### src/rtl/audio_sample_fifo.sv
// audio_sample_fifo: a sample FIFO drained at a fixed rate into a held DAC word.
// Define AUDIO_FIFO_UNDERRUN_MUTE_EN to load mid-scale (0) on an underrun tick instead of holding.
module audio_sample_fifo #(
    parameter int SAMPLE_BITS = 12,
    parameter int DEPTH_LOG2  = 4,
    parameter int CLK_DIV     = 363
) (
    input  logic                          clk,
    input  logic                          resetn,
    input  logic                          wr_valid,
    output logic                          wr_ready,
    input  logic signed [SAMPLE_BITS-1:0] wr_data,
    output logic signed [SAMPLE_BITS-1:0] sample_out,
    output logic                          sample_tick,
    output logic [DEPTH_LOG2:0]           level,
    output logic                          underrun,
    input  logic                          underrun_clr
);
    localparam int DEPTH = 2 ** DEPTH_LOG2;
    localparam int CNT_W = $clog2(CLK_DIV);
    localparam logic [CNT_W-1:0]      CNT_LAST   = CNT_W'(CLK_DIV - 1);
    localparam logic [DEPTH_LOG2:0]   LEVEL_FULL = (DEPTH_LOG2 + 1)'(DEPTH);

    logic                          running;
    logic [CNT_W-1:0]              cnt;
    logic [DEPTH_LOG2-1:0]         wr_ptr;
    logic [DEPTH_LOG2-1:0]         rd_ptr;
    logic signed [SAMPLE_BITS-1:0] mem [DEPTH];
    logic                          push;
    logic                          pop;
    logic                          underrun_set;

    // running holds the divider and wr_ready off until the first edge after reset release,
    // so the first tick lands CLK_DIV cycles after deassertion.
    assign sample_tick  = running && (cnt == CNT_LAST);
    assign wr_ready     = running && (level != LEVEL_FULL);
    assign push         = wr_valid && wr_ready;
    assign pop          = sample_tick && (level != '0);
    assign underrun_set = sample_tick && (level == '0);

    always_ff @(posedge clk or negedge resetn) begin
        if (!resetn) begin
            running <= 1'b0;
            cnt     <= '0;
        end else begin
            running <= 1'b1;
            if (running) begin
                cnt <= (cnt == CNT_LAST) ? '0 : cnt + CNT_W'(1);
            end
        end
    end

    always_ff @(posedge clk or negedge resetn) begin
        if (!resetn) begin
            wr_ptr <= '0;
            rd_ptr <= '0;
            level  <= '0;
        end else begin
            if (push) begin
                wr_ptr <= wr_ptr + DEPTH_LOG2'(1);
            end
            if (pop) begin
                rd_ptr <= rd_ptr + DEPTH_LOG2'(1);
            end
            case ({push, pop})
                2'b10:   level <= level + (DEPTH_LOG2 + 1)'(1);
                2'b01:   level <= level - (DEPTH_LOG2 + 1)'(1);
                default: level <= level;
            endcase
        end
    end

    // Storage carries no reset; only the pointers and level define what is valid.
    always_ff @(posedge clk) begin
        if (push) begin
            mem[wr_ptr] <= wr_data;
        end
    end

    always_ff @(posedge clk or negedge resetn) begin
        if (!resetn) begin
            sample_out <= '0;
        end else if (pop) begin
            sample_out <= mem[rd_ptr];
`ifdef AUDIO_FIFO_UNDERRUN_MUTE_EN
        end else if (underrun_set) begin
            sample_out <= '0;
`endif
        end
    end

    // A new underrun event takes priority over a clear in the same cycle.
    always_ff @(posedge clk or negedge resetn) begin
        if (!resetn) begin
            underrun <= 1'b0;
        end else if (underrun_set) begin
            underrun <= 1'b1;
        end else if (underrun_clr) begin
            underrun <= 1'b0;
        end
    end

endmodule

### config.mk
export PLATFORM = sky130hd
export DESIGN_NAME = audio_sample_fifo
export DESIGN_NICKNAME = d
export VERILOG_FILES = /design/src/rtl/audio_sample_fifo.sv
export SDC_FILE = /design/constraint.sdc
export NUM_CORES = 1
export LEC_CHECK = 0
export CORE_MARGIN = 2
export CORE_UTILIZATION = 54
export CTS_CLUSTER_DIAMETER = 80
export DETAILED_ROUTE_END_ITERATION = 8
export GPL_TIMING_DRIVEN = 0
export PLACE_DENSITY = 0.81
export SLEW_MARGIN = 5
export SYNTH_ARGS = -nofsm -noshare
export SYNTH_HDL_FRONTEND = slang
export SYNTH_SLANG_ARGS = --single-unit
### constraint.sdc
create_clock -name clk -period 2.8 [get_ports clk]
set_input_delay 0.42 -clock clk [delete_from_list [all_inputs] [get_ports clk]]
set_output_delay 0.42 -clock clk [all_outputs]
set_load 0.005 [all_outputs]
# Word-level counts from Yosys, hierarchy flattened
# Memories as Yosys holds them, arrays and structs flattened. A register that Yosys moved wholly into a read port is not among the register bits.
# Index checks and enable logic that the tools add are counted.
[op_classes]
addsub = 5
n_eq_ne = 4
muxes = 6
n_reduce_logical = 10
[op_table]
columns = ["operator", "count"]
rows = [
  ["one-hot mux 5 bit (2 select lines)", 1],
  ["adder 9 x 1 -> 9 bit, second input constant", 1],
  ["== test 9 bit, second input constant", 1],
  ["two-way mux 9 bit", 1],
  ["adder 4 x 1 -> 4 bit, second input constant", 2],
  ["adder 5 x 1 -> 5 bit, second input constant", 1],
  ["logical AND 1 bit", 5],
  ["zero test 5 bit", 1],
  ["inequality test 5 bit, second input constant", 1],
  ["nonzero test 5 bit", 1],
  ["subtractor 5 x 1 -> 5 bit, second input constant", 1],
  ["two-way mux 1 bit", 4],
  ["nonzero test 2 bit", 2],
  ["== test 2 x 1 -> 1 bit, second input constant", 1],
  ["== test 2 bit, second input constant", 1],
  ["zero test 1 bit", 1],
]
[word_totals]
regBits = 24
mem_bits_rw = 192
output_inout_bits = 20
memories = 1
[memory_table]
columns = ["name", "depth", "width", "rd", "rd_clocked_by_memory_dff", "wr", "line", "source"]
rows = [
  ["mem", 16, 12, 1, 1, 1, "28", "logic signed [SAMPLE_BITS-1:0] mem [DEPTH];"],
]

# Depth between registers and ports, before layout
[logic_depth]
word_depth = 5
mapped_depth = 14
depth_no_buf = 12

# Worst setup path after synthesis
# No wires, ideal clock.
[synth_path]
path_kind = "register -> register"
from = "reg level[1]"
to = "reg level[4]"
t_arrival_ns = 2.738
t_required_ns = 2.676
slack_ns = -0.062
stages_incl_launch_ff = 14
n_path_buf = 3
period_less_slack_ns = 2.862
cell_sequence = "dfrtp_1 -> buf_6 -> or4_4 -> o2111ai_4 -> buf_6 -> inv_1 -> ha_1 -> clkbuf_1 -> xor2_1 -> ha_1 -> and3b_1 -> o21ai_0 -> a21oi_1 -> xnor2_1"
[synth_via]
word_cells_on_any_way = 11
[synth_rtl]
columns = ["item", "line", "source"]
rows = [
  ["from (decl)", "15", "output logic [DEPTH_LOG2:0] level,"],
  ["from (signal assigned)", "66", "2'b10: level <= level + (DEPTH_LOG2 + 1)'(1);"],
  ["from (signal assigned)", "67", "2'b01: level <= level - (DEPTH_LOG2 + 1)'(1);"],
  ["from (signal assigned)", "68", "default: level <= level;"],
  ["nonzero test 5 bit (*)", "38", "assign pop = sample_tick && (level != '0);"],
  ["logical AND 1 bit (*)", "38", ""],
  ["net pop", "30", "logic pop;"],
  ["== test 2 x 1 -> 1 bit or == test 2 bit (tied branches)", "65", "case ({push, pop})"],
  ["one-hot mux 5 bit (2 select lines) or nonzero test 2 bit (tied branches)", "--", ""],
]
# The timed path passes the listed nets; every way through them passes the cells marked *.
# A chain may end at the register's enable or synchronous reset.

# Worst setup path after layout
[layout_path]
from = "reg cnt[0]"
to = "out sample_tick"
[layout_via]
elab_chain_cells = 2
[layout_rtl]
columns = ["item", "line", "source"]
rows = [
  ["from (decl)", "25", "logic [CNT_W-1:0] cnt;"],
  ["from (signal assigned)", "48", "cnt <= (cnt == CNT_LAST) ? '0 : cnt + CNT_W'(1);"],
  ["== test 9 bit", "35", "assign sample_tick = running && (cnt == CNT_LAST);"],
  ["logical AND 1 bit", "35", ""],
  ["to (decl)", "14", "output logic sample_tick,"],
]
# No other way between the ends.

==> run_results.csv <==
group,metric,value,unit
run_status,status,"finished, final reports clean",
yosys,ys_seq_area_share,73.12,%
drt,vias,4613,
global_route,grt_use_total,21.84,%
yosys,synth-seq-cells,228,
layout,fin_nets,554,
clock_tree,cts_max_path_buffers,3,
setup_path,reg2reg_from,"level[3]$_DFFE_PN0P_",
yosys,async_flop_share,15.79,%
global_route,grt_pass1_wl,28570,microns
floorplanning,ioPinCount,36,
layout,final_common_cell,"edfxtp_1",
clock_tree,clockRootBuffer,"clkbuf_16",
yosys,synth.top_cells.by_area,"edfxtp_1 (63%), mux4_2 (12%), dfrtp_1 (9.9%)",
yosys,synth_cells,463,
floorplanning,fp.dieW,133.9,microns
clock_tree,cts_hold_buf,0,
layout,antenna_cells,0,
power,max-vdd-ir-drop,729.0,uV
setup_path,required,2.38,ns
setup_path,path_delay_family,"buffers and inverters",
yosys,synth_area,0.009117,sq mm
layout,drive_gt1_share,22.02,%
yosys,synth-edff-count,192,
sta,hold_viol,0,
place,gp_congestion,0.8074,
drt,drc_errors,0,
yosys,synth.avg_cell_area,19.69,sq um
yosys,synth.distinct_cells,47,
setup_path,crit_arrival,2.30,ns
sta,slew_headroom,33.62,%
setup_path,worstPathCellList,"inv_1, ha_1, and4_2, and3_1, buf_4, clkdlybuf4s50_1",
setup_path,reg2reg_depth,11,
clock_tree,cts_sinks,228,
run,maxCapViolations,0,
clock_tree,cts_tree,"built",
sta,post-route-period-util,97.20,%
drt,antenna_left,0,
drt,drtIter0Drc,369,
place,hpwl,11610,microns
setup_path,r2r_end,"level[4]$_DFFE_PN0P_",
global_route,antenna_found_initial,0,
floorplanning,start_util,55.18,%
yosys,synthFlopType,"edfxtp_1",
floorplanning,std_cell_rows,47,
yosys,synth_nets,489,
layout,syn_to_final_growth,16.04,%
sta,setup_viol,0,
setup_path,critical_path_buf_inv_count,3,
clock_tree,clock_latency,0.53,ns
sta,rsz0062_at_grt,"yes",
layout,layout_common_cells,"edfxtp_1 (192), mux4_2 (48), dfrtp_1 (34), clkdlybuf4s50_1 (34)",
power,p_per_area,664.4,mW/mm^2
sta,worst_slew_pin_slew,0.9958,ns
sta,setup_ws,0.07848,ns
clock_tree,clk_pin_slew,0.06,ns
layout,n_fill_cell,1085,
place,io_buffer_count,35,
setup_path,critPathKind,"flop to output port",
global_route,grt_max_degree,37,
place,post-place-ws,-0.2758,ns
setup_path,end_kind,"output port",
yosys,yosysTopAreaCell,"edfxtp_1",
global_route,grt_pass1_vias,4842,
sta,skew,0.02042,ns
sta,drv_slew,0,
global_route,overflow,0,
sta,period_needed,2.722,ns
floorplanning,dieArea,0.01794,sq mm
floorplanning,die_h,133.9,microns
drt,wl_per_cell,24.52,microns
setup_path,ff2ff_setup_slack,0.18,ns
yosys,synth_top_area_share,63.24,%
drt,wirelength,18760,microns
worst_hold_path,hp-class,"primary input to asynchronous set/reset pin",
setup_path,critPathLaunchType,"flop",
drt,dr.pass1.iters,5,
setup_path,cp_max_fo,8,
power,p_leak,3.539,nW
setup_path,critPathMaxStageDelay,0.50,ns
floorplanning,core_area,0.01652,sq mm
setup_path,crit_slowest_cell,"clkdlybuf4s50_1",
clock_tree,htreeDepth,1,
drt,viasPerCell,6.030,
sta,clock.fmax,0.3674,GHz
clock_tree,cts_made_buffers,24,
yosys,yosysWarnings,0,
layout,finish.utilization,64.03,%
## synthesized netlist by cell type (3+ instances only)
master,number
edfxtp_1,192
mux4_2,48
dfrtp_1,36
mux2i_1,24
and2_1,18
nand2_1,18
o221ai_1,12
ha_1,10
xor2_1,9
clkbuf_1,8
inv_1,8
xnor2_1,8
buf_2,7
nand3_1,7
nor2_1,6
o21ai_0,5
a21oi_1,4
nor3_1,3
nor3b_1,3
## state kept, by name, indices dropped and copies added, names as in the netlist
name and flops:
rd_ptr 4, underrun 1, cnt 9, level 5, wr_ptr 4, sample_out 12
running 1, mem 192
## kinds of logic after synthesis
kind of cell | after synthesis | synth area share [%]
compound gates | 31 | 2.827
buf+inv | 31 | 1.633
other cells | 1 | 0.04113
flops | 228 | 73.12
mux | 75 | 14.86
xor+xnor | 17 | 1.633
fa+ha+maj | 10 | 1.372
simple gates | 70 | 4.515
## cell type report
| cell class | instances | area (sq um) | share of cell area (%) |
|---|---|---|---|
| Clock inverter | 11 | 136.4 | 1.289 |
| Inverter | 9 | 36.28 | 0.3430 |
| Clock buffer | 32 | 630.6 | 5.960 |
| Sequential cell | 228 | 6669 | 63.03 |
| Multi-Input combinational cell | 204 | 2328 | 22.01 |
| Tap cell | 220 | 275.3 | 2.602 |
| Buffer | 21 | 121.4 | 1.147 |
| Timing Repair Buffer | 40 | 382.9 | 3.619 |
## where the power goes
part / switching, mW / internal (mW) / leakage [nW]
registers: 0.0633 / 3.72 / 2.19
logic: 0.112 / 0.0885 / 0.974
clock network: 1.26 / 1.78 / 0.373
total: 1.43 / 5.60 / 3.54
## metrics by stage
step           setup TNS [ns]  instances  total power, mW  hold slack (ns)  instance area (sq um)
6_report                    0        765            7.030         0.001398                  10580
5_1_grt             -0.007394        765            7.235          0.06931                  10580
4_1_cts                     0        763            7.088         0.003301                  10540
3_5_place_dp          -0.5702        718            4.056           0.4905                   9752
3_3_place_gp          -0.3937        718            4.033           0.4769                   9757
2_1_floorplan               0        463            3.948           0.1244                   9131
## how the worst max path moves through the flow
stage,from,end,slack (ns),cells after the start
final,cnt[0]$_DFFE_PN0P_,sample_tick,0.08,6
after floorplan,level[2]$_DFFE_PN0P_,level[4]$_DFFE_PN0P_,0.0005,13
after global routing,level[1]$_DFFE_PN0P_,level[4]$_DFFE_PN0P_,-0.007,12
after CTS,level[2]$_DFFE_PN0P_,level[4]$_DFFE_PN0P_,0.007,12
after global placement,level[2]$_DFFE_PN0P_,level[4]$_DFFE_PN0P_,-0.21,13
after detailed placement,level[2]$_DFFE_PN0P_,level[4]$_DFFE_PN0P_,-0.28,13
## metal layers
metal  wire length, microns  vias to the layer above  GRT usage [%]
met1                   7408                     2402          28.75
met4                    603                        0          7.920
li1                       -                     1991              -
met5                      0                        -              0
met3                   1349                       38          4.875
met2                   9396                      182          36.30
## what timing repair did
item                                    4_1_cts  5_1_grt
pin swaps                                     1        6
gates cloned                                  0        0
endpoints found under the setup margin        3        3
setup buffers                                 2        3
resized for setup                             1       12
Note: power is estimated with default switching activity, not from simulation.
